### config.mk
export PLATFORM = sky130hd
export DESIGN_NAME = dht11_frame_formatter
export DESIGN_NICKNAME = d
export VERILOG_FILES = /design/src/rtl/dht11_fmt_pkg.sv /design/src/rtl/dht11_bin2bcd8.sv /design/src/rtl/dht11_frame_formatter.sv
export SDC_FILE = /design/constraint.sdc
export NUM_CORES = 1
export LEC_CHECK = 0
export ABC_CLOCK_PERIOD_IN_PS = 7800
export CAP_MARGIN = 25
export CORE_UTILIZATION = 55
export CTS_CLUSTER_DIAMETER = 60
export CTS_CLUSTER_SIZE = 8
export DETAILED_ROUTE_END_ITERATION = 12
export GPL_TIMING_DRIVEN = 0
export HOLD_SLACK_MARGIN = 0.1
export PLACE_DENSITY = 0.84
export SLEW_MARGIN = 20
export SYNTH_ARGS = -nofsm -noshare
export SYNTH_HDL_FRONTEND = slang
export SYNTH_SLANG_ARGS = --single-unit
### constraint.sdc
create_clock -name clk -period 7.8 [get_ports clk]
set_input_delay 1.95 -clock clk [delete_from_list [all_inputs] [get_ports clk]]
set_output_delay 1.95 -clock clk [all_outputs]
set_load 0.02 [all_outputs]
### src/rtl/dht11_fmt_pkg.sv
// dht11_fmt_pkg: FSM states, frame lengths and ASCII constants shared by the DHT11 frame formatter.
package dht11_fmt_pkg;
  typedef enum logic [2:0] {IDLE, CAPTURE, CONV_H, CONV_T, SEND} state_e;
  localparam int FRAME_LEN = 17;
  localparam int ERR_LEN = 5;
  localparam logic [7:0] CH_H = 8'h48;
  localparam logic [7:0] CH_T = 8'h54;
  localparam logic [7:0] CH_EQ = 8'h3D;
  localparam logic [7:0] CH_DOT = 8'h2E;
  localparam logic [7:0] CH_SP = 8'h20;
  localparam logic [7:0] CH_CR = 8'h0D;
  localparam logic [7:0] CH_LF = 8'h0A;
  localparam logic [7:0] CH_E = 8'h45;
  localparam logic [7:0] CH_R = 8'h52;
  localparam logic [7:0] CH_0 = 8'h30;
  // Single decimal character; anything above 9 clamps to '9'.
  function automatic logic [7:0] dec_char(input logic [7:0] b);
    return (b > 8'd9) ? CH_0 + 8'd9 : CH_0 + b;
  endfunction
endpackage

### src/rtl/dht11_bin2bcd8.sv
// dht11_bin2bcd8: 8-bit binary to 3-digit BCD, shift-add-3, 8 cycles per conversion, done pulse after.
module dht11_bin2bcd8 (
  input  logic        clk,
  input  logic        reset,
  input  logic        start_i,
  input  logic [7:0]  bin_i,
  output logic [11:0] bcd_o,
  output logic        done_o
);
  logic [7:0] sr_q, sr_base;
  logic [11:0] bcd_q, base, adj;
  logic [2:0] cnt_q;
  logic run_q, done_q;
  logic [19:0] shifted;
  // The start cycle already performs the first shift, so 8 cycles cover all 8 bits.
  always_comb begin
    base = start_i ? 12'd0 : bcd_q;
    sr_base = start_i ? bin_i : sr_q;
    adj = base;
    for (int k = 0; k < 3; k++)
      adj[4*k +: 4] = (base[4*k +: 4] > 4'd4) ? base[4*k +: 4] + 4'd3 : base[4*k +: 4];
    shifted = {adj, sr_base} << 1;
  end
  always_ff @(posedge clk or negedge reset) begin
    if (!reset) begin
      sr_q <= '0;
      bcd_q <= '0;
      cnt_q <= '0;
      run_q <= 1'b0;
      done_q <= 1'b0;
    end else begin
      done_q <= run_q && !start_i && cnt_q == 3'd7;
      if (start_i || run_q) begin
        bcd_q <= shifted[19:8];
        sr_q <= shifted[7:0];
        cnt_q <= start_i ? 3'd1 : cnt_q + 3'd1;
        run_q <= start_i || cnt_q != 3'd7;
      end
    end
  end
  assign bcd_o = bcd_q;
  assign done_o = done_q;
endmodule

### src/rtl/dht11_frame_formatter.sv
// dht11_frame_formatter: turns a DHT11 reading into "H=hhh.d T=ttt.d\r\n" for a UART byte stream.
// Define DHT11_FMT_CKSUM_EN to verify the checksum and send "ERR\r\n" on mismatch.
module dht11_frame_formatter
  import dht11_fmt_pkg::*;
#(
  parameter int DROP_W = 8
) (
  input  logic              clk,
  input  logic              reset,
  input  logic              wr_en,
  input  logic [7:0]        hum_int,
  input  logic [7:0]        hum_dec,
  input  logic [7:0]        tem_int,
  input  logic [7:0]        tem_dec,
  input  logic [7:0]        checksum,
  output logic [7:0]        tx_data,
  output logic              tx_valid,
  input  logic              tx_ready,
  output logic              busy,
  output logic [DROP_W-1:0] drop_cnt
);
  state_e state_q, state_d;
  logic [4:0] idx_q, idx_d;
  logic [7:0] hi_q, hi_d, hd_q, hd_d, ti_q, ti_d, td_q, td_d;
  logic [11:0] hbcd_q, hbcd_d, tbcd_q, tbcd_d;
  logic err_q, err_d;
  logic [DROP_W-1:0] drop_q, drop_d;
  logic conv_start, conv_done, last;
  logic [11:0] conv_bcd;
  logic [7:0] byte_c;
`ifdef DHT11_FMT_CKSUM_EN
  logic [7:0] cks_q, cks_d, sum;
  assign sum = hi_q + hd_q + ti_q + td_q;
`else
  logic unused_cksum;
  assign unused_cksum = ^checksum;
`endif
  dht11_bin2bcd8 u_conv (
    .clk(clk),
    .reset(reset),
    .start_i(conv_start),
    .bin_i(state_q == CAPTURE ? hi_q : ti_q),
    .bcd_o(conv_bcd),
    .done_o(conv_done)
  );
  assign last = idx_q == (err_q ? 5'(ERR_LEN - 1) : 5'(FRAME_LEN - 1));
  always_comb begin
    state_d = state_q;
    idx_d = idx_q;
    hi_d = hi_q;
    hd_d = hd_q;
    ti_d = ti_q;
    td_d = td_q;
    hbcd_d = hbcd_q;
    tbcd_d = tbcd_q;
    err_d = err_q;
    drop_d = drop_q;
    conv_start = 1'b0;
`ifdef DHT11_FMT_CKSUM_EN
    cks_d = cks_q;
`endif
    if (wr_en && state_q != IDLE && drop_q != '1) drop_d = drop_q + DROP_W'(1);
    case (state_q)
      IDLE: if (wr_en) begin
        hi_d = hum_int;
        hd_d = hum_dec;
        ti_d = tem_int;
        td_d = tem_dec;
`ifdef DHT11_FMT_CKSUM_EN
        cks_d = checksum;
`endif
        err_d = 1'b0;
        idx_d = 5'd0;
        state_d = CAPTURE;
      end
      CAPTURE: begin
`ifdef DHT11_FMT_CKSUM_EN
        err_d = cks_q != sum;
        conv_start = cks_q == sum;
        state_d = (cks_q == sum) ? CONV_H : SEND;
`else
        conv_start = 1'b1;
        state_d = CONV_H;
`endif
      end
      // Humidity result lands the same cycle the converter is restarted on temperature.
      CONV_H: if (conv_done) begin
        hbcd_d = conv_bcd;
        conv_start = 1'b1;
        state_d = CONV_T;
      end
      CONV_T: if (conv_done) begin
        tbcd_d = conv_bcd;
        state_d = SEND;
      end
      SEND: if (tx_ready) begin
        idx_d = idx_q + 5'd1;
        if (last) state_d = IDLE;
      end
      default: state_d = IDLE;
    endcase
  end
  always_comb begin
    byte_c = 8'h00;
    if (err_q)
      case (idx_q)
        5'd0: byte_c = CH_E;
        5'd1: byte_c = CH_R;
        5'd2: byte_c = CH_R;
        5'd3: byte_c = CH_CR;
        5'd4: byte_c = CH_LF;
        default: byte_c = 8'h00;
      endcase
    else
      case (idx_q)
        5'd0: byte_c = CH_H;
        5'd1: byte_c = CH_EQ;
        5'd2: byte_c = dec_char({4'd0, hbcd_q[11:8]});
        5'd3: byte_c = dec_char({4'd0, hbcd_q[7:4]});
        5'd4: byte_c = dec_char({4'd0, hbcd_q[3:0]});
        5'd5: byte_c = CH_DOT;
        5'd6: byte_c = dec_char(hd_q);
        5'd7: byte_c = CH_SP;
        5'd8: byte_c = CH_T;
        5'd9: byte_c = CH_EQ;
        5'd10: byte_c = dec_char({4'd0, tbcd_q[11:8]});
        5'd11: byte_c = dec_char({4'd0, tbcd_q[7:4]});
        5'd12: byte_c = dec_char({4'd0, tbcd_q[3:0]});
        5'd13: byte_c = CH_DOT;
        5'd14: byte_c = dec_char(td_q);
        5'd15: byte_c = CH_CR;
        5'd16: byte_c = CH_LF;
        default: byte_c = 8'h00;
      endcase
  end
  always_ff @(posedge clk or negedge reset) begin
    if (!reset) begin
      state_q <= IDLE;
      idx_q <= '0;
      hi_q <= '0;
      hd_q <= '0;
      ti_q <= '0;
      td_q <= '0;
      hbcd_q <= '0;
      tbcd_q <= '0;
      err_q <= 1'b0;
      drop_q <= '0;
`ifdef DHT11_FMT_CKSUM_EN
      cks_q <= '0;
`endif
    end else begin
      state_q <= state_d;
      idx_q <= idx_d;
      hi_q <= hi_d;
      hd_q <= hd_d;
      ti_q <= ti_d;
      td_q <= td_d;
      hbcd_q <= hbcd_d;
      tbcd_q <= tbcd_d;
      err_q <= err_d;
      drop_q <= drop_d;
`ifdef DHT11_FMT_CKSUM_EN
      cks_q <= cks_d;
`endif
    end
  end
  // Valid is a pure state decode, so reset drops it without waiting for a clock.
  assign tx_valid = state_q == SEND;
  assign tx_data = tx_valid ? byte_c : 8'h00;
  assign busy = state_q != IDLE;
  assign drop_cnt = drop_q;
endmodule

=== Yosys cells after proc, flatten, opt, wreduce, memory -nomap -nowiden ===
Index checks and enable logic that the tools add are counted.

* Input bits: 44
* Register bits after elaboration: 96
* Logic and storage cells: 113
* Output and inout bits: 18

* Add/sub/neg operators: 14
* Equal/unequal tests: 28
* Order comparisons: 11
* Reduce and logical (&&, ||, !) cells: 18
* Mux-type cells: 28

{| class="wikitable"
|+ Operators by type and width
! cell !! number
|-
| case mux 8 bit (15 select lines) || 1
|-
| adder 6 x 4 -> 7 bit (first input constant) || 6
|-
| two-way mux 7 bit || 6
|-
| equality test 5 x 4 -> 1 bit (second input constant) || 8
|-
| two-way mux 8 bit || 5
|-
| greater-than comparator 4 bit (second input constant) || 6
|-
| two-way mux 3 bit || 7
|-
| equality test 5 x 3 -> 1 bit (second input constant) || 4
|-
| adder 6 x 8 -> 8 bit (first input constant) || 2
|-
| greater-than comparator 8 x 4 -> 1 bit (second input constant) || 2
|-
| case mux 3 bit (5 select lines) || 1
|-
| greater-than comparator 4 x 3 -> 1 bit (second input constant) || 3
|-
| two-way mux 12 bit || 1
|-
| equality test 5 x 2 -> 1 bit (second input constant) || 2
|-
| two-way mux 5 bit || 2
|-
| case mux 5 bit (2 select lines) || 1
|-
| adder 4 x 2 -> 4 bit (second input constant) || 2
|-
| adder 8 x 1 -> 8 bit (second input constant) || 1
|-
| two-way mux 4 bit || 2
|-
| inequality test 2 x 1 -> 1 bit (second input constant) || 4
|-
| inequality test 8 bit (second input constant) || 1
|-
| equality test 3 x 2 -> 1 bit (second input constant) || 2
|-
| equality test 3 bit (second input constant) || 2
|-
| AND reduction 2 bit || 3
|-
| 20 further kinds || 25
|}

=== Depth between registers and ports, before layout ===
Gate-level depths: netlist of run 1.

* Depth in word-level cells: 5
* Mapped depth: 10

=== Cells and area by module ===
Synthesis of run 1 repeated with hierarchy kept, for this count alone.

* Cells, all modules: 448
* Area total of the unflattened synthesis: 5,043.6 µm²

{| class="wikitable"
|+ By module, submodules not included
! module !! instances !! area each (µm²) !! cells an instance !! seq. area each (µm²)
|-
| dht11_frame_formatter || 1 || 3,704.8 || 317 || 1,801.7
|-
| dht11_bin2bcd8 || 1 || 1,338.8 || 131 || 600.6
|}

=== Least setup slack after synthesis of run 1 ===
OpenSTA, ideal clock, no wires.

* Path kind: register to output
* Start point: register idx_q[0]
* End point: output tx_data[0]
* Stages on the path, launching flop included: 8
* Data arrival time: 2,019 ps
* Required time: 5,850 ps
* Path slack: 3,831 ps
* Buffers on the path: 1
* Path through: dfrtp_1 > ha_1 > buf_4 > and3_1 > ha_1 > or2_2 > a2111oi_0 > a31oi_1

* Longest elaborated chain between the ends: 4
* Elaborated cells on any way between the ends: 21

{| class="wikitable"
|+ RTL lines
! element !! line !! RTL
|-
| start, declared || dht11_frame_formatter.sv:23 || <nowiki>logic [4:0] idx_q, idx_d;</nowiki>
|-
| start signal, assigned || dht11_frame_formatter.sv:153 || <nowiki>idx_q <= idx_d;</nowiki>
|-
| equality test 5 x 4 -> 1 bit, or another cell as far along || dht11_frame_formatter.sv:115 || <nowiki>case (idx_q)</nowiki>
|-
| OR reduction 2 bit (no source line) || - ||
|-
| case mux 8 bit (15 select lines) * || dht11_frame_formatter.sv:115 ||
|-
| two-way mux 8 bit * || dht11_frame_formatter.sv:169 || <nowiki>assign tx_data = tx_valid ? byte_c : 8'h00;</nowiki>
|-
| end, declared || dht11_frame_formatter.sv:16 || <nowiki>output logic [7:0] tx_data,</nowiki>
|}

Every way passes the cells marked *; elsewhere a longest branch is shown, timed or not.

=== Worst setup path after layout of run 1 ===
* Start point: register idx_q[0]
* End point: output tx_data[2]

Same word-level chain as after synthesis.

==> metrics.yaml, run 1 <==
clocking:
  cts-resized-gates: 0
  clock_tree.buffer_depth: 2
  clk_latency_ns: 0.36
  cts.sinks: 96
  cts_hold_buf: 0
  tritoncts: "built"
  clk_pin_slew_ns: 0.09
  clockRootBuffer: "clkbuf_8"
  cts_buffers: 9
  cts_max_level: 3
  post-cts-setup-buffer-count: 0
timing:
  max_freq_ghz: 0.196
  fin_tns_setup_ns: 0
  final.setup_skew_ns: 0.0119
  finalSetupViolCount: 0
  slew-limit-headroom_pct: 54.6
  final_hold_viol_count: 0
  timing.final.max_slew_violations: 0
  finalHoldWorstSlack_ns: 0.495
  rsz0062_at_grt: "no"
  period_needed_ns: 5.11
  post-route-worst-setup-slack_ns: 2.69
  final.period_utilization_pct: 65.5
  worst-slew-pin-transition_ns: 0.664
critical_path:
  internal_reg_to_reg_setup_slack_ns: 5.58
  crit_arrival_ns: 3.16
  worst_ep_required_time_ns: 5.85
  setup.worst_path.start: "idx_q[0]"
  slowest_delay_ns: 0.60
  cp-end-kind: "output port"
  critical_path.slowest_cell: "clkdlybuf4s50_1"
  cp_num_buf_inv: 3
  worst-path-stages: 8
  kind_of_cell_with_the_highest_combined_delay_on_the_critical_path: "buffers and inverters"
  critical_path.endpoint: "tx_data[2]"
  critPathMaxFanout: 10
  critical_r2r_capture: "u_conv.bcd_o[8]"
  timing.reg2reg.worst_path_depth: 8
  worstReg2RegStart: "state_q[0]"
  critical_path.startpoint_type: "flop"
  worst-setup-path-type: "flop to output port"
  timing.critical_path.cells: "inv_1 -> ha_1 -> buf_2 -> nor3b_1 -> and3_1 -> a2111oi_0 -> a41oi_1 -> clkdlybuf4s50_1"
layout:
  finalNonFillerCells: 648
  final_layout_size_suffix_gt1_share_pct: 18.5
  syn2layout_area_growth_pct: 17.6
  n_antenna_cell: 0
  design.final.nets: 593
synth:
  synth.cells.most_frequent: "dfrtp_1 (96), mux2_2 (50), nand2_1 (38)"
  synth.top_cells.by_area: "dfrtp_1 (48%), mux2_2 (11%), ha_1 (3.5%)"
  synth-edff-count: 0
  post-synth-top-count-cell: "dfrtp_1"
  synth_cells: 471
  yosysSeqAreaShare_pct: 48.0
  ys_seq_elements: 96
  synth_largest_area_cell: "dfrtp_1"
  syn-mean-instance-area_um2: 10.6
  synthDistinctLibCells: 65
  synth.net_count: 529
  number_of_synthesis_warnings: 0
  ys_dominant_reg_cell: "dfrtp_1"
  synthesized_area_um2: 5010
  postSynth.asyncResetShare_pct: 100
  synth_largest_type_area_fraction_pct: 48.0
hold_path:
  hold_path.class: "flop to flop"
  hold_path.startpoint: "hi_q[3]"
floorplan:
  design.portCount: 62
  die_width_um: 97.4
  core_region_area_um2: 8760
  placement_rows: 34
  fp.dieArea_um2: 9490
  effective_utilization_at_floorplan_pct: 57.1
  dieHeight_um: 97.4
grt:
  grt_antenna_before_repair: 0
  vias_in_the_first_global_route: 3895
  globalRouteOverflowTotal: 0
  grt_first_pass_wirelength_mm: 19.1
  largest_net_degree_at_the_start_of_global_routing: 54
  gr-usage-all-layers_pct: 24.9
routing:
  total_wirelength_of_the_detailed_routed_design_mm: 11.4
  routed-via-count: 3912
  drtAntennaViolNets: 0
  drcViolationCount: 0
  vias_per_cell: 6.04
  dr.first_iter.drc_count: 295
  firstDrtPassIters: 6
  detail_route.wl_per_cell_um: 17.6
pwr:
  vdd.ir_drop.worst_uv: 229
  cellPowerDensity_nw_per_um2: 356
  p_leak_nw: 2.54
  total_power_mw: 2.10
placed_design:
  gp_congestion: 0.871
  place_worst_setup_slack_ns: 3.08
  port_buffers: 52
  dp_hpwl_mm: 8.36
  placed_cells: 632
outcome:
  run_status: "finished, final reports clean"
flow_run:
  max-cap-violations: 0
[through the flow]
stage               util (%)  area (um^2)
floorplan                  -         5010
finish                  67.2         5890
global route            67.2         5890
detailed placement      64.9         5690
CTS                     67.2         5890
global placement        64.6         5660
[cell type report]
class                   instances  area [um^2]
clock inverters                 5         63.8
fillers                       693         2880
plain buffers                  26          148
flip-flops and latches         96         2400
repair buffers                 53          549
clock buffers                  11          131
multi-input cells             328         2380
inverters                      21         78.8
well taps                     108          135
[kinds of logic after synthesis]
kind of cell,synth area share [%]
flops,48.0
mux,13.0
xor+xnor,1.92
compound gates,13.5
buf+inv,4.52
fa+ha+maj,3.50
simple gates,15.5
other cells,0.0749
[worst min path at each step]
stage,end,slack [ns],cells after the start
6_report,u_conv.sr_q[4],0.50,2
5_1_grt,drop_cnt[7],0.52,1
4_1_cts,u_conv.sr_q[4],0.50,2
3_5_place_dp,u_conv.sr_q[4],0.47,2
3_3_place_gp,u_conv.sr_q[4],0.46,2
2_1_floorplan,u_conv.sr_q[2],0.45,2
[worst min-delay path: stages, from the launching register on]
cell and delay (ns):
dfrtp_1 0.35, nand2_1 0.05, o21ai_0 0.07
[layer usage]
layer / vias up / part of all wire [%] / GRT usage (%)
li1: 1826 / - / -
met1: 1908 / 45 / 35.2
met2: 158 / 48 / 39.9
met4: 0 / 1.3 / 7.13
met5: - / 0 / 0
met3: 20 / 5.9 / 4.10
[flip-flops by register name, indices dropped and copies added (netlist names)]
name and cells:
hbcd_q 12, tbcd_q 12, u_conv.bcd_o 12, drop_cnt 8, hd_q 8, hi_q 8
td_q 8, ti_q 8, u_conv.sr_q 7, idx_q 5, state_q 3, u_conv.cnt_q 3
u_conv.done_o 1, u_conv.run_q 1
[report_power, final]
part	switching [mW]	internal [mW]
Clock	0.181	0.152
Sequential	0.190	0.716
Combinational	0.446	0.413
[cell usage in the layout, fill, tap and decap left out, types with 4 or more instances in the layout]
master	synthesis	layout
buf_4	9	9
inv_1	21	21
nand2b_1	4	4
or3_1	5	5
xor2_1	6	6
a31oi_1	7	7
a211oi_1	4	4
mux2i_1	9	9
clkbuf_8	0	9
buf_2	13	13
nand3_1	14	14
clkdlybuf4s50_1	0	51
nand2_1	38	38
a21oi_1	20	20
nor2b_1	7	7
xnor2_1	5	5
a22oi_1	4	4
and3_1	7	7
mux2_2	50	50
nor3b_1	5	5
clkbuf_1	3	5
o21ai_0	35	35
nor2_1	28	28
nor3_1	6	6
dfrtp_1	96	96
ha_1	14	14
Power figures use the tool's default switching activity.
==> run 2, diff against run 1 <==
Settings changed: ABC_CLOCK_PERIOD_IN_PS 7800 to 4550, CORE_UTILIZATION 55 to 50, PLACE_DENSITY 0.84 to 0.81.
Clock period 7.8 ns to 4.55 ns, I/O delays scaled along.
==> metrics.yaml, run 2 (same netlist as run 1, synthesis figures left out) <==
pwr:
  p_leak_nw: 2.53  # -0.53%
  vdd.ir_drop.worst_uv: 450  # +96%
  cellPowerDensity_nw_per_um2: 607  # +70%
  total_power_mw: 3.58  # +71%
grt:
  grt_antenna_before_repair: 0  # unchanged
  gr-usage-all-layers_pct: 24.3  # -0.60 points
  largest_net_degree_at_the_start_of_global_routing: 72  # +33%
  globalRouteOverflowTotal: 0  # unchanged
  vias_in_the_first_global_route: 3981  # +2.2%
  grt_first_pass_wirelength_mm: 19.4  # +1.3%
timing:
  slew-limit-headroom_pct: 54.4  # -0.18 points
  finalHoldWorstSlack_ns: 0.498  # +0.00287 ns
  final.setup_skew_ns: 0.00551  # -0.00638 ns
  period_needed_ns: 4.44
  finalSetupViolCount: 0  # unchanged
  post-route-worst-setup-slack_ns: 0.112  # -2.58 ns
  max_freq_ghz: 0.225
  final_hold_viol_count: 0  # unchanged
  final.period_utilization_pct: 97.5
  rsz0062_at_grt: "no"
  fin_tns_setup_ns: 0  # unchanged
  timing.final.max_slew_violations: 0  # unchanged
  worst-slew-pin-transition_ns: 0.667  # +0.00259 ns
placed_design:
  gp_congestion: 0.953  # +9.4%
  place_worst_setup_slack_ns: 0.546  # -2.54 ns
  dp_hpwl_mm: 8.68  # +3.8%
  port_buffers: 52  # unchanged
routing:
  routed-via-count: 3827  # -2.2%
  firstDrtPassIters: 5  # -1
  drtAntennaViolNets: 0  # unchanged
  drcViolationCount: 0  # unchanged
  detail_route.wl_per_cell_um: 17.5  # -0.82%
  dr.first_iter.drc_count: 199  # -33%
  vias_per_cell: 5.69  # -5.8%
  total_wirelength_of_the_detailed_routed_design_mm: 11.8  # +3.0%
clocking:
  clk_pin_slew_ns: 0.10  # about the same
  cts.sinks: 96  # unchanged
  clk_latency_ns: 0.36  # about the same
  tritoncts: "built"
  cts-resized-gates: 0  # unchanged
  cts_buffers: 9  # unchanged
  cts_max_level: 3  # unchanged
  post-cts-setup-buffer-count: 0  # unchanged
  cts_hold_buf: 0  # unchanged
  clock_tree.buffer_depth: 2  # unchanged
  clockRootBuffer: "clkbuf_8"
floorplan:
  placement_rows: 36  # +5.9%
  design.portCount: 62  # unchanged
  fp.dieArea_um2: 10400  # +9.8%
  die_width_um: 102  # +4.8%
  core_region_area_um2: 9730  # +11%
  dieHeight_um: 102  # +4.8%
  effective_utilization_at_floorplan_pct: 51.5  # -5.7 points
flow_run:
  max-cap-violations: 0  # unchanged
critical_path:
  cp-end-kind: "output port"
  worstReg2RegStart: "state_q[0]"
  slowest_delay_ns: 0.60  # about the same
  kind_of_cell_with_the_highest_combined_delay_on_the_critical_path: "compound AO/OA/AOI/OAI gates"
  most_prevalent_standard_cell_on_the_critical_path: "ha_1"
  setup.worst_path.start: "idx_q[0]"
  cp_num_buf_inv: 2  # -1
  critical_path.slowest_cell: "a2111oi_0"
  worst_ep_required_time_ns: 3.41  # -2.44 ns
  critPathMaxFanout: 10  # unchanged
  worst-setup-path-type: "flop to output port"
  crit_arrival_ns: 3.30  # +0.14 ns
  critical_path.startpoint_type: "flop"
  timing.critical_path.cells: "ha_1 -> buf_4 -> and3_1 -> ha_1 -> or2_2 -> a2111oi_0 -> a31oi_1 -> clkdlybuf4s50_1"
layout:
  n_antenna_cell: 0  # unchanged
  postLayoutCoreUtil_pct: 60.7  # -6.5 points
  fillerInstances: 792  # +14%
  design.final.nets: 593  # unchanged
  syn2layout_area_growth_pct: 17.9
  most-common-layout-cells: "dfrtp_1 (96), clkdlybuf4s50_1 (51), mux2_2 (50)"
  layout_commonest_cell: "dfrtp_1"
  final_layout_size_suffix_gt1_share_pct: 18.7  # +0.19 points
outcome:
  run_status: "finished, final reports clean"
hold_path:
  hold_path.startpoint: "hi_q[4]"
  hold_path.class: "flop to flop"
## run 2: cell types whose count changed in the layout (fill, tap and decap cells not counted), sizes merged
cell,change
bufinv,-1
clkbuf,-1
clkinvlp,+2
## run 2: final timing paths
check	end	slack (ns)	depth (start not counted)
hold reg to reg	u_conv.sr_q[5]	0.50	2
hold / removal	u_conv.sr_q[5]	0.50	2
setup reg to reg	u_conv.bcd_o[2]	2.27	10
max in group asynchronous	tbcd_q[5]	3.31	2
min in group asynchronous	td_q[6]	0.62	1
setup / recovery	tx_data[0]	0.11	8
## run 2: layout make-up
type / instances / area, um^2 / area share, %
Clock buffer: 10 / 128 / 2.16
Tap cell: 133 / 166 / 2.82
Sequential cell: 96 / 2400 / 40.7
Buffer: 26 / 148 / 2.50
Clock inverter: 6 / 51.3 / 0.869
Timing Repair Buffer: 53 / 549 / 9.31
Inverter: 21 / 78.8 / 1.34
Multi-Input combinational cell: 328 / 2380 / 40.3
## run 2: metal layers
| metal | routed length, um | part of all wire, % | vias to the layer above | track usage [%] |
|---|---|---|---|---|
| li1 | - | - | 1824 | - |
| met1 | 5110 | 43 | 1902 | 31.3 |
| met2 | 6050 | 51 | 84 | 42.4 |
| met3 | 461 | 3.9 | 17 | 4.31 |
| met4 | 144 | 1.2 | 0 | 6.48 |
| met5 | 0 | 0 | - | 0 |
## run 2: power breakdown
part           switching [mW]  internal [mW]  total (mW)
Combinational           0.782          0.709        1.49
Clock                   0.319          0.206       0.525
Sequential              0.338           1.23        1.57
## run 2: tightest hold or removal path: stages, from the launching register on
cell	delay, ns
dfrtp_1	0.36
nand2_1	0.05
o21ai_0	0.06
## run 2: metrics by stage
step	std cells	cell area [um^2]
2_1_floorplan	471	5010
3_3_place_gp	656	5690
3_5_place_dp	657	5720
4_1_cts	673	5900
5_1_grt	673	5900
6_report	673	5900
==> run 3, diff against run 2 <==
Settings changed: CORE_MARGIN set to 3.
==> metrics.yaml, run 3 (same netlist as run 1, synthesis figures left out) <==
layout:
  footprint_of_the_flip_flops_and_latches_um2: 2400  # unchanged
  n_antenna_cell: 0  # unchanged
  multi_input_area_um2: 2380  # unchanged
  postLayoutCoreUtil_pct: 62.6  # +1.9 points
  stdcell_area_um2: 5950  # +0.78%
  syn2layout_area_growth_pct: 18.8
  most-common-layout-cells: "dfrtp_1 (96), clkdlybuf4s50_1 (51), mux2_2 (50)"
  finalNonFillerCells: 669  # -0.59%
  layout_commonest_cell: "dfrtp_1"
  final_layout_size_suffix_gt1_share_pct: 18.9  # +0.19 points
  fillerInstances: 793  # +0.13%
  design.final.nets: 593  # unchanged
routing:
  drcViolationCount: 0  # unchanged
  dr.first_iter.drc_count: 182  # -8.5%
  total_wirelength_of_the_detailed_routed_design_mm: 11.7  # -1.0%
  detail_route.wl_per_cell_um: 17.4  # -0.41%
  vias_per_cell: 5.87  # +3.3%
  routed-via-count: 3928  # +2.6%
  drtAntennaViolNets: 0  # unchanged
  firstDrtPassIters: 5  # unchanged
placed_design:
  dp_hpwl_mm: 8.71  # +0.36%
  placed_cells: 653  # -0.61%
  gp_congestion: 0.892  # -6.4%
  area_of_placed_instances_um2: 5720  # about the same
  port_buffers: 52  # unchanged
clocking:
  clockRootBuffer: "clkbuf_8"
  cts_max_level: 3  # unchanged
  clk_pin_slew_ns: 0.11  # about the same
  cts_hold_buf: 0  # unchanged
  cts_buffers: 9  # unchanged
  cts-resized-gates: 0  # unchanged
  post-cts-setup-buffer-count: 0  # unchanged
  clock_tree.buffer_depth: 2  # unchanged
  cts.sinks: 96  # unchanged
  clk_latency_ns: 0.36  # about the same
  tritoncts: "built"
floorplan:
  design.portCount: 62  # unchanged
  core_region_area_um2: 9500  # -2.3%
  placement_rows: 35  # -2.8%
  dieHeight_um: 106  # +3.9%
  effective_utilization_at_floorplan_pct: 52.7  # +1.2 points
  fp.dieArea_um2: 11300  # +8.0%
  die_width_um: 106  # +3.9%
grt:
  vias_in_the_first_global_route: 3921  # -1.5%
  largest_net_degree_at_the_start_of_global_routing: 73  # +1.4%
  grt_antenna_before_repair: 0  # unchanged
  gr-usage-all-layers_pct: 21.5  # -2.8 points
  grt_first_pass_wirelength_mm: 19.5  # +0.60%
  globalRouteOverflowTotal: 0  # unchanged
outcome:
  run_status: "finished, final reports clean"
timing:
  final.setup_skew_ns: 0.0156  # +0.0101 ns
  finalHoldWorstSlack_ns: 0.502  # +0.00438 ns
  timing.final.max_slew_violations: 0  # unchanged
  final.period_utilization_pct: 92.6  # -4.9 points
  worst-slew-pin-transition_ns: 0.625  # -0.0418 ns
  finalSetupViolCount: 0  # unchanged
  rsz0062_at_grt: "no"
  slew-limit-headroom_pct: 57.3  # +2.9 points
  final_hold_viol_count: 0  # unchanged
  period_needed_ns: 4.21  # -0.223 ns
  max_freq_ghz: 0.237  # +5.3%
critical_path:
  critical_path.startpoint_type: "flop"
  worst-setup-path-type: "flop to output port"
  worst_ep_required_time_ns: 3.41  # about the same
  cp-end-kind: "output port"
  crit_arrival_ns: 3.08  # -0.22 ns
  critPathMaxFanout: 10  # unchanged
hold_path:
  hold_path.class: "flop to flop"
flow_run:
  max-cap-violations: 0  # unchanged
pwr:
  vdd.ir_drop.worst_uv: 386  # -14%
  cellPowerDensity_nw_per_um2: 619  # +2.0%
  p_leak_nw: 2.57  # +1.4%
## run 3: metrics by stage
step	setup slack (ns)	power (mW)	setup TNS, ns
global placement	-1.12	2.93	-106.81
floorplan	1.39	2.56	0
detailed placement	0.801	3.04	0
finish	0.336	3.68	0
global route	0.151	3.95	0
CTS	0.375	3.69	0
## run 3: cell type report
class	count	area share, %
multi-input combinational	328	40.0
clock inverter	7	1.79
sequential	96	40.4
buffer	26	2.48
inverter	21	1.33
clock buffer	9	2.08
timing repair buffer	53	9.23
tap	129	2.71
## run 3: final timing paths
| path | to | startpoint | cells after the start | slack [ns] |
|---|---|---|---|---|
| setup / recovery | tx_data[0] | idx_q[0] | 8 | 0.34 |
| hold / removal | drop_cnt[7] | drop_cnt[7] | 1 | 0.50 |
| setup reg to reg | u_conv.bcd_o[8] | state_q[0] | 8 | 2.29 |
| hold reg to reg | drop_cnt[7] | drop_cnt[7] | 1 | 0.50 |
| max in group asynchronous | hbcd_q[6] | reset | 2 | 3.31 |
| min in group asynchronous | hd_q[5] | reset | 1 | 0.62 |
## run 3: worst max-delay path: stages (launching register included)
cell and delay, ns:
dfrtp_1 0.45, inv_1 0.11, ha_1 0.22, buf_2 0.24, a221oi_1 0.12, a2111oi_0 0.60, nor4_1 0.13, a31oi_1 0.21
clkdlybuf4s50_1 0.63
## run 3: routing by layer
metal / vias to the layer above / routed length (um) / track usage [%]
li1: 1830 / - / -
met1: 1962 / 5010 / 29.2
met2: 122 / 5870 / 35.4
met3: 14 / 588 / 3.58
met4: 0 / 190 / 7.03
met5: - / 0 / 0
## run 3: power by group
group	total (mW)	leakage (nW)	switching [mW]	internal, mW
combinational	1.47	1.24	0.767	0.705
clock	0.648	0.117	0.326	0.322
sequential	1.56	1.21	0.336	1.23
==> variant: new RTL, flow settings as in run 1 <==
Reset style: synchronous (`reset`), changed in 2 clocked blocks.
--- a/src/rtl/dht11_bin2bcd8.sv
+++ b/src/rtl/dht11_bin2bcd8.sv
@@ -21,7 +21,7 @@
       adj[4*k +: 4] = (base[4*k +: 4] > 4'd4) ? base[4*k +: 4] + 4'd3 : base[4*k +: 4];
     shifted = {adj, sr_base} << 1;
   end
-  always_ff @(posedge clk or negedge reset) begin
+  always_ff @(posedge clk) begin
     if (!reset) begin
       sr_q <= '0;
       bcd_q <= '0;
--- a/src/rtl/dht11_frame_formatter.sv
+++ b/src/rtl/dht11_frame_formatter.sv
@@ -133,7 +133,7 @@
         default: byte_c = 8'h00;
       endcase
   end
-  always_ff @(posedge clk or negedge reset) begin
+  always_ff @(posedge clk) begin
     if (!reset) begin
       state_q <= IDLE;
       idx_q <= '0;
Function: differs if reset is asserted again (counterexample within 4 cycles, from zero or initial values and one cycle with reset low); with reset held inactive, the same outputs for 10 cycles.
==> variant against run 1 <==
Non-clock buffer count increased by 9. Setup slack improved by 50 ps. Final area decreased by 2.1%. Final cell count increased by 19%. Largest cell class is now multi-input combinational cells. Synthesized cell count increased by 26%. Sequential cell count unchanged. Register-to-register slack got worse by 100 ps. Wire length increased by 7.6%. Core utilization decreased by 1.1 points. Clock skew decreased by 0.98 ps. Area after synthesis decreased by 1.2%.
Power is not compared: it rests on default switching activity, and its combinational part moved more than twofold at a synthesized area within 25%.
==> variant: results (changes against run 1) <==
sequential area share after synthesis=0.389 (-0.0911); vias in the first global route=4217 (+8.3%); reg2reg end=u_conv.bcd_o[2]$_SDFFE_PN0P_; Post-DP HPWL=9250 um (+11%); pin count of the biggest net entering global routing=17 (-69%); first-pass GRT wire length=20400 um (+6.6%); First-pass DRT Iterations=5 (-1); grt met3 use=0.0383 (-0.00271); R2R setup slack=5480 ps (-100 ps); nets=715 (+21%); Iter 0 DRT Violations=236 (-20%); vias post-DR=4407 (+13%); met1 WL=5650 um (+11%); arrival time at the worst endpoint=3110 ps (-50 ps); placed cell areas=5590 um^2 (-1.8%); Area contributors post-synth=dfxtp_1 (39%), nand2_1 (11%), a21boi_0 (8.5%); Final Skew=10.9 ps (-0.975 ps); Worst Setup SP=idx_q[0]$_SDFFE_PN0P_; Post-Synthesis Net Count=653 (+23%); r2r worst-path depth=11 (+3); Placer Congestion=0.878 (+0.80%); WHS Endpoint=hi_q[5]$_SDFFE_PN0P_; dpl cells=754 (+19%); Final Cycle Share=0.649 (-0.00637); Place WS=3150 ps (+69.8 ps); CP Capture Point=tx_data[3]; Hold Startpoint=hi_q[5]$_SDFFE_PN0P_; Slew HR=0.598 (+0.0519); CP delay by family, top=compound AO/OA/AOI/OAI gates; M1 GR Usage=0.354 (+0.00223); status=complete, no violations
## variant: changes by cell type in the layout (fill, tap and decap cells not counted), moves of 11 or more
cell      change
dfxtp_1      +96
a21boi_0     +55
dfrtp_1      -96
mux2i_1      +13
o21ai_0      -22
clkbuf_1     +11
nand2_1     +106
mux2_2       -47
## variant: where the power goes
group | switching, uW | internal, uW | total, uW
Clock | 181 | 117 | 299
Sequential | 13.2 | 506 | 520
Combinational | 61.2 | 52.3 | 114
Total | 256 | 676 | 932
## variant: area by class of cell
type,instances,area (um^2)
plain buffers,37,178
clock inverters,6,43.8
repair buffers,51,510
fillers,729,2960
inverters,14,52.6
multi-input cells,448,2790
flip-flops and latches,96,1920
well taps,108,135
clock buffers,10,128
## variant: cell families after synthesis
group | synth area share
AO/OA/AOI/OAI | 0.208
XOR/XNOR | 0.0213
adder cells (fa/ha/maj) | 0.0354
buffers and inverters | 0.0466
flip-flops | 0.389
multiplexers | 0.0514
other | 0.000758
AND/OR/NAND/NOR | 0.248
